--- src/rtl/combat_resolver_if.sv ---
// +----------------------------------------------------------------------------+
// | Module   : combat_resolver_if                                              |
// | Brief    : Player flags/boxes in, health/death/hit/state out               |
// | Revision : 1.0 - initial release                                           |
// +----------------------------------------------------------------------------+
`default_nettype none

interface combat_resolver_if;
    logic       startscreen;
    logic       punch_flag1, kick_flag1, block_flag1;
    logic       punch_flag2, kick_flag2, block_flag2;
    logic [9:0] RectX, RectY, RectL, RectR, RectU, RectD;
    logic [9:0] Rect2X, Rect2Y, Rect2L, Rect2R, Rect2U, Rect2D;
    logic [6:0] health1, health2;
    logic       deathL, deathR;
    logic       hit1, hit2;
    logic [1:0] atk_state1, atk_state2;

    modport master (
        output startscreen,
        output punch_flag1, kick_flag1, block_flag1,
        output punch_flag2, kick_flag2, block_flag2,
        output RectX, RectY, RectL, RectR, RectU, RectD,
        output Rect2X, Rect2Y, Rect2L, Rect2R, Rect2U, Rect2D,
        input  health1, health2, deathL, deathR, hit1, hit2,
        input  atk_state1, atk_state2
    );

    modport slave (
        input  startscreen,
        input  punch_flag1, kick_flag1, block_flag1,
        input  punch_flag2, kick_flag2, block_flag2,
        input  RectX, RectY, RectL, RectR, RectU, RectD,
        input  Rect2X, Rect2Y, Rect2L, Rect2R, Rect2U, Rect2D,
        output health1, health2, deathL, deathR, hit1, hit2,
        output atk_state1, atk_state2
    );
endinterface

`default_nettype wire

--- src/rtl/combat_resolver.sv ---
// +----------------------------------------------------------------------------+
// | Module   : combat_resolver                                                 |
// | Brief    : Per-player attack FSMs, hit detection, health and KO tracking   |
// | Revision : 1.0 - initial release                                           |
// +----------------------------------------------------------------------------+
`default_nettype none

module combat_resolver #(
    parameter int MAX_HEALTH     = 100,
    parameter int PUNCH_DMG      = 5,
    parameter int KICK_DMG       = 8,
    parameter int PUNCH_REACH    = 20,
    parameter int KICK_REACH     = 30,
    parameter int WINDUP_FRAMES  = 4,
    parameter int RECOVER_FRAMES = 12
) (
    input wire logic          frame_clk,
    input wire logic          Reset,
    combat_resolver_if.slave  bus
);

    typedef enum logic [1:0] {
        IDLE    = 2'd0,
        WINDUP  = 2'd1,
        ACTIVE  = 2'd2,
        RECOVER = 2'd3
    } atk_state_t;

    localparam int c_CNT_MAX = (RECOVER_FRAMES > WINDUP_FRAMES) ? RECOVER_FRAMES : WINDUP_FRAMES;
    localparam int c_CNT_W   = $clog2(c_CNT_MAX + 1);

    function automatic logic signed [10:0] sext(input logic [9:0] v);
        return {v[9], v};
    endfunction

    function automatic logic [6:0] sat_sub(input logic [6:0] h, input logic [6:0] d);
        return (h > d) ? h - d : 7'd0;
    endfunction

    logic [1:0] w_punch, w_kick, w_block;
    logic [1:0] r_punch_q, r_kick_q;
    logic [6:0] r_health1, r_health2;
    logic       r_deathL, r_deathR, w_dead;
    logic [1:0] w_state [2];
    logic       w_hit   [2];
    logic [6:0] w_dmg   [2];

    assign w_punch = {bus.punch_flag2, bus.punch_flag1};
    assign w_kick  = {bus.kick_flag2,  bus.kick_flag1};
    assign w_block = {bus.block_flag2, bus.block_flag1};
    assign w_dead  = r_deathL | r_deathR;

    // Edge history keeps tracking during startscreen so held flags never fire on exit.
    always_ff @(posedge frame_clk or negedge Reset) begin
        if (!Reset) begin
            r_punch_q <= 2'b00;
            r_kick_q  <= 2'b00;
        end else begin
            r_punch_q <= w_punch;
            r_kick_q  <= w_kick;
        end
    end

    logic signed [10:0] w_x1, w_y1, w_l1, w_r1, w_u1, w_d1;
    logic signed [10:0] w_x2, w_y2, w_l2, w_r2, w_u2, w_d2;
    logic signed [10:0] w_gap;
    logic               w_overlap;

    assign w_x1 = sext(bus.RectX);   assign w_y1 = sext(bus.RectY);
    assign w_l1 = sext(bus.RectL);   assign w_r1 = sext(bus.RectR);
    assign w_u1 = sext(bus.RectU);   assign w_d1 = sext(bus.RectD);
    assign w_x2 = sext(bus.Rect2X);  assign w_y2 = sext(bus.Rect2Y);
    assign w_l2 = sext(bus.Rect2L);  assign w_r2 = sext(bus.Rect2R);
    assign w_u2 = sext(bus.Rect2U);  assign w_d2 = sext(bus.Rect2D);

    // Box gap is the same from either side, so one test serves both attackers.
    assign w_gap     = (w_x1 <= w_x2) ? (w_x2 - w_l2) - (w_x1 + w_r1)
                                      : (w_x1 - w_l1) - (w_x2 + w_r2);
    assign w_overlap = (w_y1 - w_u1 < w_y2 + w_d2) && (w_y2 - w_u2 < w_y1 + w_d1);

    for (genvar gi = 0; gi < 2; gi++) begin : g_player
        atk_state_t          r_state, w_state_nx;
        logic [c_CNT_W-1:0]  r_cnt, w_cnt_nx;
        logic                r_kick, w_kick_nx;
        logic                w_rise_p, w_rise_k;
        logic signed [10:0]  w_reach;
        logic [6:0]          w_base;

        assign w_rise_p = w_punch[gi] & ~r_punch_q[gi];
        assign w_rise_k = w_kick[gi]  & ~r_kick_q[gi];

        always_ff @(posedge frame_clk or negedge Reset) begin
            if (!Reset) begin
                r_state <= IDLE;
                r_cnt   <= '0;
                r_kick  <= 1'b0;
            end else if (bus.startscreen) begin
                r_state <= IDLE;
                r_cnt   <= '0;
                r_kick  <= 1'b0;
            end else begin
                r_state <= w_state_nx;
                r_cnt   <= w_cnt_nx;
                r_kick  <= w_kick_nx;
            end
        end

        always_comb begin
            w_state_nx = r_state;
            w_cnt_nx   = r_cnt;
            w_kick_nx  = r_kick;
            case (r_state)
                IDLE: begin
                    if ((w_rise_p || w_rise_k) && !w_dead) begin
                        w_state_nx = WINDUP;
                        w_cnt_nx   = c_CNT_W'(WINDUP_FRAMES - 1);
                        w_kick_nx  = w_rise_k;
                    end
                end
                WINDUP: begin
                    if (r_cnt == '0) w_state_nx = ACTIVE;
                    else             w_cnt_nx   = r_cnt - 1'b1;
                end
                ACTIVE: begin
                    w_state_nx = RECOVER;
                    w_cnt_nx   = c_CNT_W'(RECOVER_FRAMES - 1);
                end
                RECOVER: begin
                    if (r_cnt == '0) w_state_nx = IDLE;
                    else             w_cnt_nx   = r_cnt - 1'b1;
                end
                default: w_state_nx = IDLE;
            endcase
        end

        assign w_reach     = r_kick ? 11'(KICK_REACH) : 11'(PUNCH_REACH);
        assign w_base      = r_kick ? 7'(KICK_DMG)    : 7'(PUNCH_DMG);
        assign w_state[gi] = r_state;
        assign w_hit[gi]   = (r_state == ACTIVE) && w_overlap && (w_gap <= w_reach);
        assign w_dmg[gi]   = (!w_hit[gi] || w_dead) ? 7'd0
                           : (w_block[1-gi] ? (w_base >> 2) : w_base);
    end

    always_ff @(posedge frame_clk or negedge Reset) begin
        if (!Reset) begin
            r_health1 <= 7'(MAX_HEALTH);
            r_health2 <= 7'(MAX_HEALTH);
            r_deathL  <= 1'b0;
            r_deathR  <= 1'b0;
        end else if (bus.startscreen) begin
            r_health1 <= 7'(MAX_HEALTH);
            r_health2 <= 7'(MAX_HEALTH);
            r_deathL  <= 1'b0;
            r_deathR  <= 1'b0;
        end else begin
            r_health1 <= sat_sub(r_health1, w_dmg[1]);
            r_health2 <= sat_sub(r_health2, w_dmg[0]);
            r_deathL  <= r_deathL | (r_health1 == 7'd0);
            r_deathR  <= r_deathR | (r_health2 == 7'd0);
        end
    end

    assign bus.health1    = r_health1;
    assign bus.health2    = r_health2;
    assign bus.deathL     = r_deathL;
    assign bus.deathR     = r_deathR;
    assign bus.hit1       = w_hit[0];
    assign bus.hit2       = w_hit[1];
    assign bus.atk_state1 = w_state[0];
    assign bus.atk_state2 = w_state[1];

endmodule

`default_nettype wire
--- src/flat_wrapper.sv ---
// flat-port wrapper written by rule: the top's interface ports become plain ports
module combat_resolver_flat 
#(
    parameter int MAX_HEALTH     = 100,
    parameter int PUNCH_DMG      = 5,
    parameter int KICK_DMG       = 8,
    parameter int PUNCH_REACH    = 20,
    parameter int KICK_REACH     = 30,
    parameter int WINDUP_FRAMES  = 4,
    parameter int RECOVER_FRAMES = 12
)
  (frame_clk, Reset, bus_startscreen, bus_punch_flag1, bus_kick_flag1, bus_block_flag1, bus_punch_flag2, bus_kick_flag2, bus_block_flag2, bus_RectX, bus_RectY, bus_RectL, bus_RectR, bus_RectU, bus_RectD, bus_Rect2X, bus_Rect2Y, bus_Rect2L, bus_Rect2R, bus_Rect2U, bus_Rect2D, bus_health1, bus_health2, bus_deathL, bus_deathR, bus_hit1, bus_hit2, bus_atk_state1, bus_atk_state2);
  combat_resolver_if bus_i ();
  input wire logic frame_clk;
  input wire logic Reset;
  input wire logic [$bits(bus_i.startscreen)-1:0] bus_startscreen;
  input wire logic [$bits(bus_i.punch_flag1)-1:0] bus_punch_flag1;
  input wire logic [$bits(bus_i.kick_flag1)-1:0] bus_kick_flag1;
  input wire logic [$bits(bus_i.block_flag1)-1:0] bus_block_flag1;
  input wire logic [$bits(bus_i.punch_flag2)-1:0] bus_punch_flag2;
  input wire logic [$bits(bus_i.kick_flag2)-1:0] bus_kick_flag2;
  input wire logic [$bits(bus_i.block_flag2)-1:0] bus_block_flag2;
  input wire logic [$bits(bus_i.RectX)-1:0] bus_RectX;
  input wire logic [$bits(bus_i.RectY)-1:0] bus_RectY;
  input wire logic [$bits(bus_i.RectL)-1:0] bus_RectL;
  input wire logic [$bits(bus_i.RectR)-1:0] bus_RectR;
  input wire logic [$bits(bus_i.RectU)-1:0] bus_RectU;
  input wire logic [$bits(bus_i.RectD)-1:0] bus_RectD;
  input wire logic [$bits(bus_i.Rect2X)-1:0] bus_Rect2X;
  input wire logic [$bits(bus_i.Rect2Y)-1:0] bus_Rect2Y;
  input wire logic [$bits(bus_i.Rect2L)-1:0] bus_Rect2L;
  input wire logic [$bits(bus_i.Rect2R)-1:0] bus_Rect2R;
  input wire logic [$bits(bus_i.Rect2U)-1:0] bus_Rect2U;
  input wire logic [$bits(bus_i.Rect2D)-1:0] bus_Rect2D;
  output wire logic [$bits(bus_i.health1)-1:0] bus_health1;
  output wire logic [$bits(bus_i.health2)-1:0] bus_health2;
  output wire logic [$bits(bus_i.deathL)-1:0] bus_deathL;
  output wire logic [$bits(bus_i.deathR)-1:0] bus_deathR;
  output wire logic [$bits(bus_i.hit1)-1:0] bus_hit1;
  output wire logic [$bits(bus_i.hit2)-1:0] bus_hit2;
  output wire logic [$bits(bus_i.atk_state1)-1:0] bus_atk_state1;
  output wire logic [$bits(bus_i.atk_state2)-1:0] bus_atk_state2;
  assign bus_i.startscreen = bus_startscreen;
  assign bus_i.punch_flag1 = bus_punch_flag1;
  assign bus_i.kick_flag1 = bus_kick_flag1;
  assign bus_i.block_flag1 = bus_block_flag1;
  assign bus_i.punch_flag2 = bus_punch_flag2;
  assign bus_i.kick_flag2 = bus_kick_flag2;
  assign bus_i.block_flag2 = bus_block_flag2;
  assign bus_i.RectX = bus_RectX;
  assign bus_i.RectY = bus_RectY;
  assign bus_i.RectL = bus_RectL;
  assign bus_i.RectR = bus_RectR;
  assign bus_i.RectU = bus_RectU;
  assign bus_i.RectD = bus_RectD;
  assign bus_i.Rect2X = bus_Rect2X;
  assign bus_i.Rect2Y = bus_Rect2Y;
  assign bus_i.Rect2L = bus_Rect2L;
  assign bus_i.Rect2R = bus_Rect2R;
  assign bus_i.Rect2U = bus_Rect2U;
  assign bus_i.Rect2D = bus_Rect2D;
  assign bus_health1 = bus_i.health1;
  assign bus_health2 = bus_i.health2;
  assign bus_deathL = bus_i.deathL;
  assign bus_deathR = bus_i.deathR;
  assign bus_hit1 = bus_i.hit1;
  assign bus_hit2 = bus_i.hit2;
  assign bus_atk_state1 = bus_i.atk_state1;
  assign bus_atk_state2 = bus_i.atk_state2;
  combat_resolver #(.MAX_HEALTH(MAX_HEALTH), .PUNCH_DMG(PUNCH_DMG), .KICK_DMG(KICK_DMG), .PUNCH_REACH(PUNCH_REACH), .KICK_REACH(KICK_REACH), .WINDUP_FRAMES(WINDUP_FRAMES), .RECOVER_FRAMES(RECOVER_FRAMES)) u_core (.frame_clk(frame_clk), .Reset(Reset), .bus(bus_i));
endmodule
--- config.mk ---
export PLATFORM = sky130hd
export DESIGN_NAME = combat_resolver_flat
export DESIGN_NICKNAME = d
export VERILOG_FILES = /design/src/rtl/combat_resolver_if.sv /design/src/rtl/combat_resolver.sv /design/src/flat_wrapper.sv
export SDC_FILE = /design/constraint.sdc
export NUM_CORES = 1
export LEC_CHECK = 0
export CAP_MARGIN = 30
export CORE_MARGIN = 2
export CORE_UTILIZATION = 57
export DETAILED_ROUTE_END_ITERATION = 8
export GPL_TIMING_DRIVEN = 0
export PLACE_DENSITY_LB_ADDON = 0.1
export SYNTH_ARGS = -nofsm -noshare
export SYNTH_HDL_FRONTEND = slang
export SYNTH_SLANG_ARGS = --single-unit
--- constraint.sdc ---
create_clock -name frame_clk -period 14.1 [get_ports frame_clk]
set_input_delay 2.82 -clock frame_clk [delete_from_list [all_inputs] [get_ports frame_clk]]
set_output_delay 2.82 -clock frame_clk [all_outputs]
set_load 0.05 [all_outputs]
[After elaboration in Yosys (flattened, before gate mapping)]
Cells that the tools add are included.
Storage, ports and cells
  flip-flop bits (word level): 34
  input bits: 129
  output and inout bits: 22
  word-level logic and storage cells: 129
Operators by class
  add/sub/neg operators: 14
  order comparisons: 7
  eq/ne operators: 14
  muxes and demuxes: 39
  bitwise logic cells: 11
  reduce and logical (&&, ||, !) cells: 32
Operator list (number)
  $mux W7: 8
  $add A10 B10 Y11: 4
  $sub A10 B10 Y11: 4
  $mux W4: 10
  $pmux W4 S3: 2
  $le A11 B11 Y1: 2
  $lt A11 B11 Y1: 2
  $sub A11 B11 Y11: 2
  $ne A3 B2 Y1 const B: 6
  $mux W2: 8
  $pmux W2 S4: 2
  $gt A7 B7 Y1: 2
  $logic_not A7 Y1: 2
  $sub A7 B7 Y7: 2
  $mux W11: 1
  $le A10 B10 Y1: 1
  $eq A2 B2 Y1 const B: 4
  $logic_not A4 Y1: 2
  $mux W1: 8
  $reduce_and A2 Y1: 4
  $reduce_bool A2 Y1: 4
  $sub A4 B1 Y4 const B: 2
  $logic_and A1 B1 Y1: 7
  $ne A3 B3 Y1 const B: 2
  9 further kinds: 26

[Longest topological paths before layout]
  depth in word-level cells: 11
  gate-level depth with buffers: 28
  depth with buffers taken out: 28

[Worst setup path after synthesis]
Ideal clock, no wire load.
  kind: in2out
  start point: input port bus_Rect2R[0]
  end point: output port bus_hit2
  data arrival time: 6.402 ns
  required time: 11.280 ns
  setup slack: 4.878 ns
  stages on the path: 13
  path buffers: 0
  path through: ha_1 fa_1 inv_1 fa_1 fa_1 a211oi_1 nor2_1 nor4bb_1 a211oi_1 a221o_1 o2bb2ai_1 a2bb2oi_2 and3_1
On the way
  cells in the longest elaborated chain, start to end: 5
Ends and longest elaborated chain
  start, declared: RTL line flat_wrapper.sv:32  | input wire logic [$bits(bus_i.Rect2R)-1:0] bus_Rect2R;
  $add A10 B10 Y11: RTL line combat_resolver.sv:78  | : (w_x1 - w_l1) - (w_x2 + w_r2);
  $sub A11 B11 Y11: RTL line combat_resolver.sv:78
  $mux W11: RTL line combat_resolver.sv:77  | assign w_gap = (w_x1 <= w_x2) ? (w_x2 - w_l2) - (w_x1 + w_r1)
  $le A11 B11 Y1: RTL line combat_resolver.sv:139  | assign w_hit[gi] = (r_state == ACTIVE) && w_overlap && (w_gap <= w_reach);
  $logic_and A1 B1 Y1: RTL line combat_resolver.sv:139
  end, declared: RTL line flat_wrapper.sv:40  | output wire logic [$bits(bus_i.hit2)-1:0] bus_hit2;
Every way passes these cells.

[Worst setup path after layout]
  start point: input port bus_RectY[1]
  end point: output port bus_hit1
On the way
  cells in the longest elaborated chain, start to end: 5
  elaborated cells between the ends (all ways): 7
  classes of those cells: add/sub: 2; order compare: 2; reduce/logical: 3
Ends and longest elaborated chain
  start, declared: RTL line flat_wrapper.sv:24  | input wire logic [$bits(bus_i.RectY)-1:0] bus_RectY;
  $sub A10 B10 Y11 or $add A10 B10 Y11 (tied branches): RTL line combat_resolver.sv:79  | assign w_overlap = (w_y1 - w_u1 < w_y2 + w_d2) && (w_y2 - w_u2 < w_y1 + w_d1);
  $lt A11 B11 Y1: RTL line combat_resolver.sv:79
  $logic_and A1 B1 Y1 (*): RTL line combat_resolver.sv:79
  $logic_and A1 B1 Y1 (*) (2 in a row): RTL line combat_resolver.sv:139
  end, declared: RTL line flat_wrapper.sv:39  | output wire logic [$bits(bus_i.hit1)-1:0] bus_hit1;
Every way passes the cells marked *; elsewhere a longest branch is shown, timed or not.

==> results.toml <==
[placed_design]
dp_hpwl_mm = 13.52
port_buffers = 150
placed_area_um2 = 8538
place.gp.congestion = 0.9052

[clocking]
postCtsHoldBufs = 0
cts_buffers = 5
cts-root-buf = "clkbuf_16"
cts-htree-levels = 2
post_cts_buffers = 0
clk_pin_slew_ns = 0.06
cts_buffer_depth = 2
cts_tree = "done"
worstSkewPairLatency_ns = 0.28
clock_sinks = 34
post_cts_resized = 0

[outcome]
outcome = "completed"

[die]
num_rows = 40
core_area_um2 = 11860
die_x_um = 113.7
die-area_um2 = 12920
die_h_um = 113.7
initial_core_util = 0.5782
io_pins = 151

[finish]
antenna_cells = 0
final_util = 0.7362
finalNetCount = 1282
syn2layout_area_growth_pct = 27.33
drive_above_1_share = 0.03431
final_area_um2 = 8732

[route]
dr.first_iter.drc_count = 389
routed_via_density = 5.504
dr.pass1.iters = 5
wl_mm = 15.98
antenna_left = 0
drc = 0
vias = 6263
wl_per_cell_um = 14.04

[flow_run]
maxCapViolCount = 0

[pwr]
p_clk_frac = 0.151
sw_frac_of_total = 0.4597
power_density_nw_per_um2 = 109.1
share_comb_of_total_power = 0.694
intPower_uw = 514.8
p_seq_frac = 0.154
p_switching_uw = 438.0
ir_drop_uv = 127.3
p_leak_uw = 0.004245

[global_route]
grt-ovfl-total = 0
grt_antenna_before_repair = 0
grt_max_degree = 35
grt_pass1_vias = 6247
grt_first_pass_wirelength_mm = 27.77
grtUsageTotal = 0.2571

[logic_synthesis]
synth_seq_cells = 34
synth_edf_count = 0
synth_area_um2 = 6858
netlist_instances = 833
ys.warnings.count = 0
avgSynthCellArea_um2 = 8.233
synthArstFlopShare = 1.000
ys_types = 72
ys_seq_area_frac = 0.1252
synth_flop_cell = "dfrtp_1"
syn_nets = 1125

[critical_path]
end_kind = "output pin"
crit_type = "in -> out"
cp.required_ns = 11.28
cp_data_arrival_time_ns = 7.95
cp_max_fo = 5
startpoint_type = "input pin"

[sta]
maxSlewViolCount = 0
fmax_mhz = 92.85
skew_ns = 0.002199
finalHoldViolations = 0
relSlewSlack = 0.5034
tightest_slew_ns = 0.7449
finalSetupViolations = 0
fin_crit_sh = 0.7638
fin_crit_ns = 10.77
tns_ns = 0
rsz0062_at_grt = "no"

[min_path]
worstHoldPathType = "reg -> reg"
-- per-layer routing --
layer / track usage / up-vias / share of wire
li1: - / 3194 / -
met1: 0.3537 / 2892 / 0.46
met2: 0.4543 / 158 / 0.49
met3: 0.01860 / 19 / 0.043
met4: 0.04146 / 0 / 0.013
met5: 0 / - / 0
-- synth_stat cells, drive strengths merged (3+ instances only) --
cell / number / share of area
a211o: 5 / 0.0064
a211oi: 10 / 0.011
a21boi: 11 / 0.012
a21o: 24 / 0.026
a21oi: 45 / 0.033
a31oi: 11 / 0.010
and3: 6 / 0.0055
clkbuf: 5 / 0.0027
dfrtp: 28 / 0.10
dfstp: 6 / 0.023
fa: 46 / 0.13
ha: 117 / 0.21
inv: 176 / 0.096
mux2i: 9 / 0.013
nand2: 30 / 0.016
nand2b: 5 / 0.0046
nand3: 19 / 0.014
nand3b: 3 / 0.0033
nand4: 7 / 0.0064
nor2: 48 / 0.026
nor2b: 10 / 0.0091
nor3: 23 / 0.017
nor3b: 4 / 0.0044
nor4: 8 / 0.0073
nor4bb: 4 / 0.0058
o2111ai: 5 / 0.0064
o211ai: 5 / 0.0062
o21a: 6 / 0.0066
o21ai: 42 / 0.031
o21bai: 10 / 0.011
o31ai: 7 / 0.0084
or2: 6 / 0.0055
xnor2: 32 / 0.041
xor2: 17 / 0.022
-- state kept, by name, indices dropped and copies added (netlist names) --
signal / count
u_core.bus.atk_state1: 2
u_core.bus.deathL: 1
u_core.r_kick_q: 2
u_core.bus.deathR: 1
u_core.g_player.r_kick: 2
u_core.g_player.r_cnt: 8
u_core.bus.health1: 7
u_core.r_punch_q: 2
u_core.bus.health2: 7
u_core.bus.atk_state2: 2
-- cell usage in the layout (no fill, tap or decap), types with 3 or more instances in the layout --
master / instances
nor3b_1: 4
nand2b_1: 5
o21ai_0: 42
xnor2_1: 32
o2111ai_1: 5
fa_1: 46
a211oi_1: 10
or2_2: 5
nor2b_1: 10
o21a_1: 6
dfstp_2: 6
clkdlybuf4s50_1: 149
a31oi_1: 11
clkbuf_1: 5
inv_1: 176
a21o_1: 23
xor2_1: 17
mux2i_1: 9
nand2_1: 30
nand3b_1: 3
nor3_1: 23
clkbuf_16: 5
nand4_1: 7
o21bai_1: 10
dfrtp_1: 28
a21boi_0: 11
o31ai_1: 6
nor4_1: 8
a21oi_1: 44
nor2_1: 48
and3_1: 6
ha_1: 117
o211ai_1: 4
nor4bb_1: 4
a211o_1: 5
nand3_1: 19
-- critical path, stage by stage --
cell             delay (ns)
clkdlybuf4s50_1        0.57
ha_1                   0.26
nor2b_1                0.12
o21ai_0                0.21
a21boi_0               0.15
o21ai_0                0.24
a21boi_0               0.16
o21ai_0                0.38
a2111o_1               0.21
nand4_1                0.09
ha_1                   0.22
nor2_1                 0.12
nand3_1                0.15
o221a_2                0.31
o31a_1                 0.14
nor4b_1                0.50
o2111a_2               0.34
or2_1                  0.15
clkdlybuf4s50_1        0.81
-- area by class of cell --
| class | count | area, µm² |
|---|---|---|
| plain buffers | 6 | 30.03 |
| clock buffers | 5 | 125.1 |
| flip-flops and latches | 34 | 858.3 |
| clock inverters | 3 | 68.82 |
| fillers | 950 | 3129 |
| well taps | 147 | 183.9 |
| multi-input cells | 617 | 5309 |
| inverters | 176 | 660.6 |
| repair buffers | 150 | 1496 |
-- final timing paths --
path,from,endpoint,slack (ns),cells past startpoint
worst max register to register,u_core.bus.atk_state1[0],u_core.bus.health2[3],10.31,13
worst max-delay path,bus_RectY[1],bus_hit1,3.33,19
worst min register to register,u_core.g_player[1].r_cnt[1],u_core.g_player[1].r_cnt[1],0.51,2
max in group asynchronous,Reset,u_core.g_player[0].r_kick,11.02,1
worst min-delay path,u_core.g_player[1].r_cnt[1],u_core.g_player[1].r_cnt[1],0.51,2
min in group asynchronous,Reset,u_core.g_player[1].r_cnt[1],2.61,1
-- power by group through the flow --
stage	clock [µW]	sequential, µW	combinational, µW
after global routing	150	151	748
after detailed placement	0	147	653
after floorplan	0	175	453
after CTS	145	146	660
final	144	147	662
after global placement	0	147	639
-- cells by family after synthesis --
kind of cell / Yosys count / share of synthesized area
AO/OA/AOI/OAI: 209 / 0.2080
AND/OR/NAND/NOR: 185 / 0.1394
buffers and inverters: 182 / 0.1007
adder cells (fa/ha/maj): 163 / 0.3477
XOR/XNOR: 49 / 0.06258
flip-flops: 34 / 0.1252
multiplexers: 11 / 0.01642
-- per-stage QoR --
step                hold WS [ns]  cells  setup WS (ns)  power (µW)
global placement          0.4887   1130          3.420       785.7
detailed placement        0.4927   1130          3.377       800.9
global route              0.5309   1138          2.898        1048
floorplan                 0.4644    833          4.878       627.9
CTS                       0.5051   1138          3.348       951.1
finish                    0.5098   1138          3.330       952.8
Note: power is estimated with default switching activity, not from simulation.
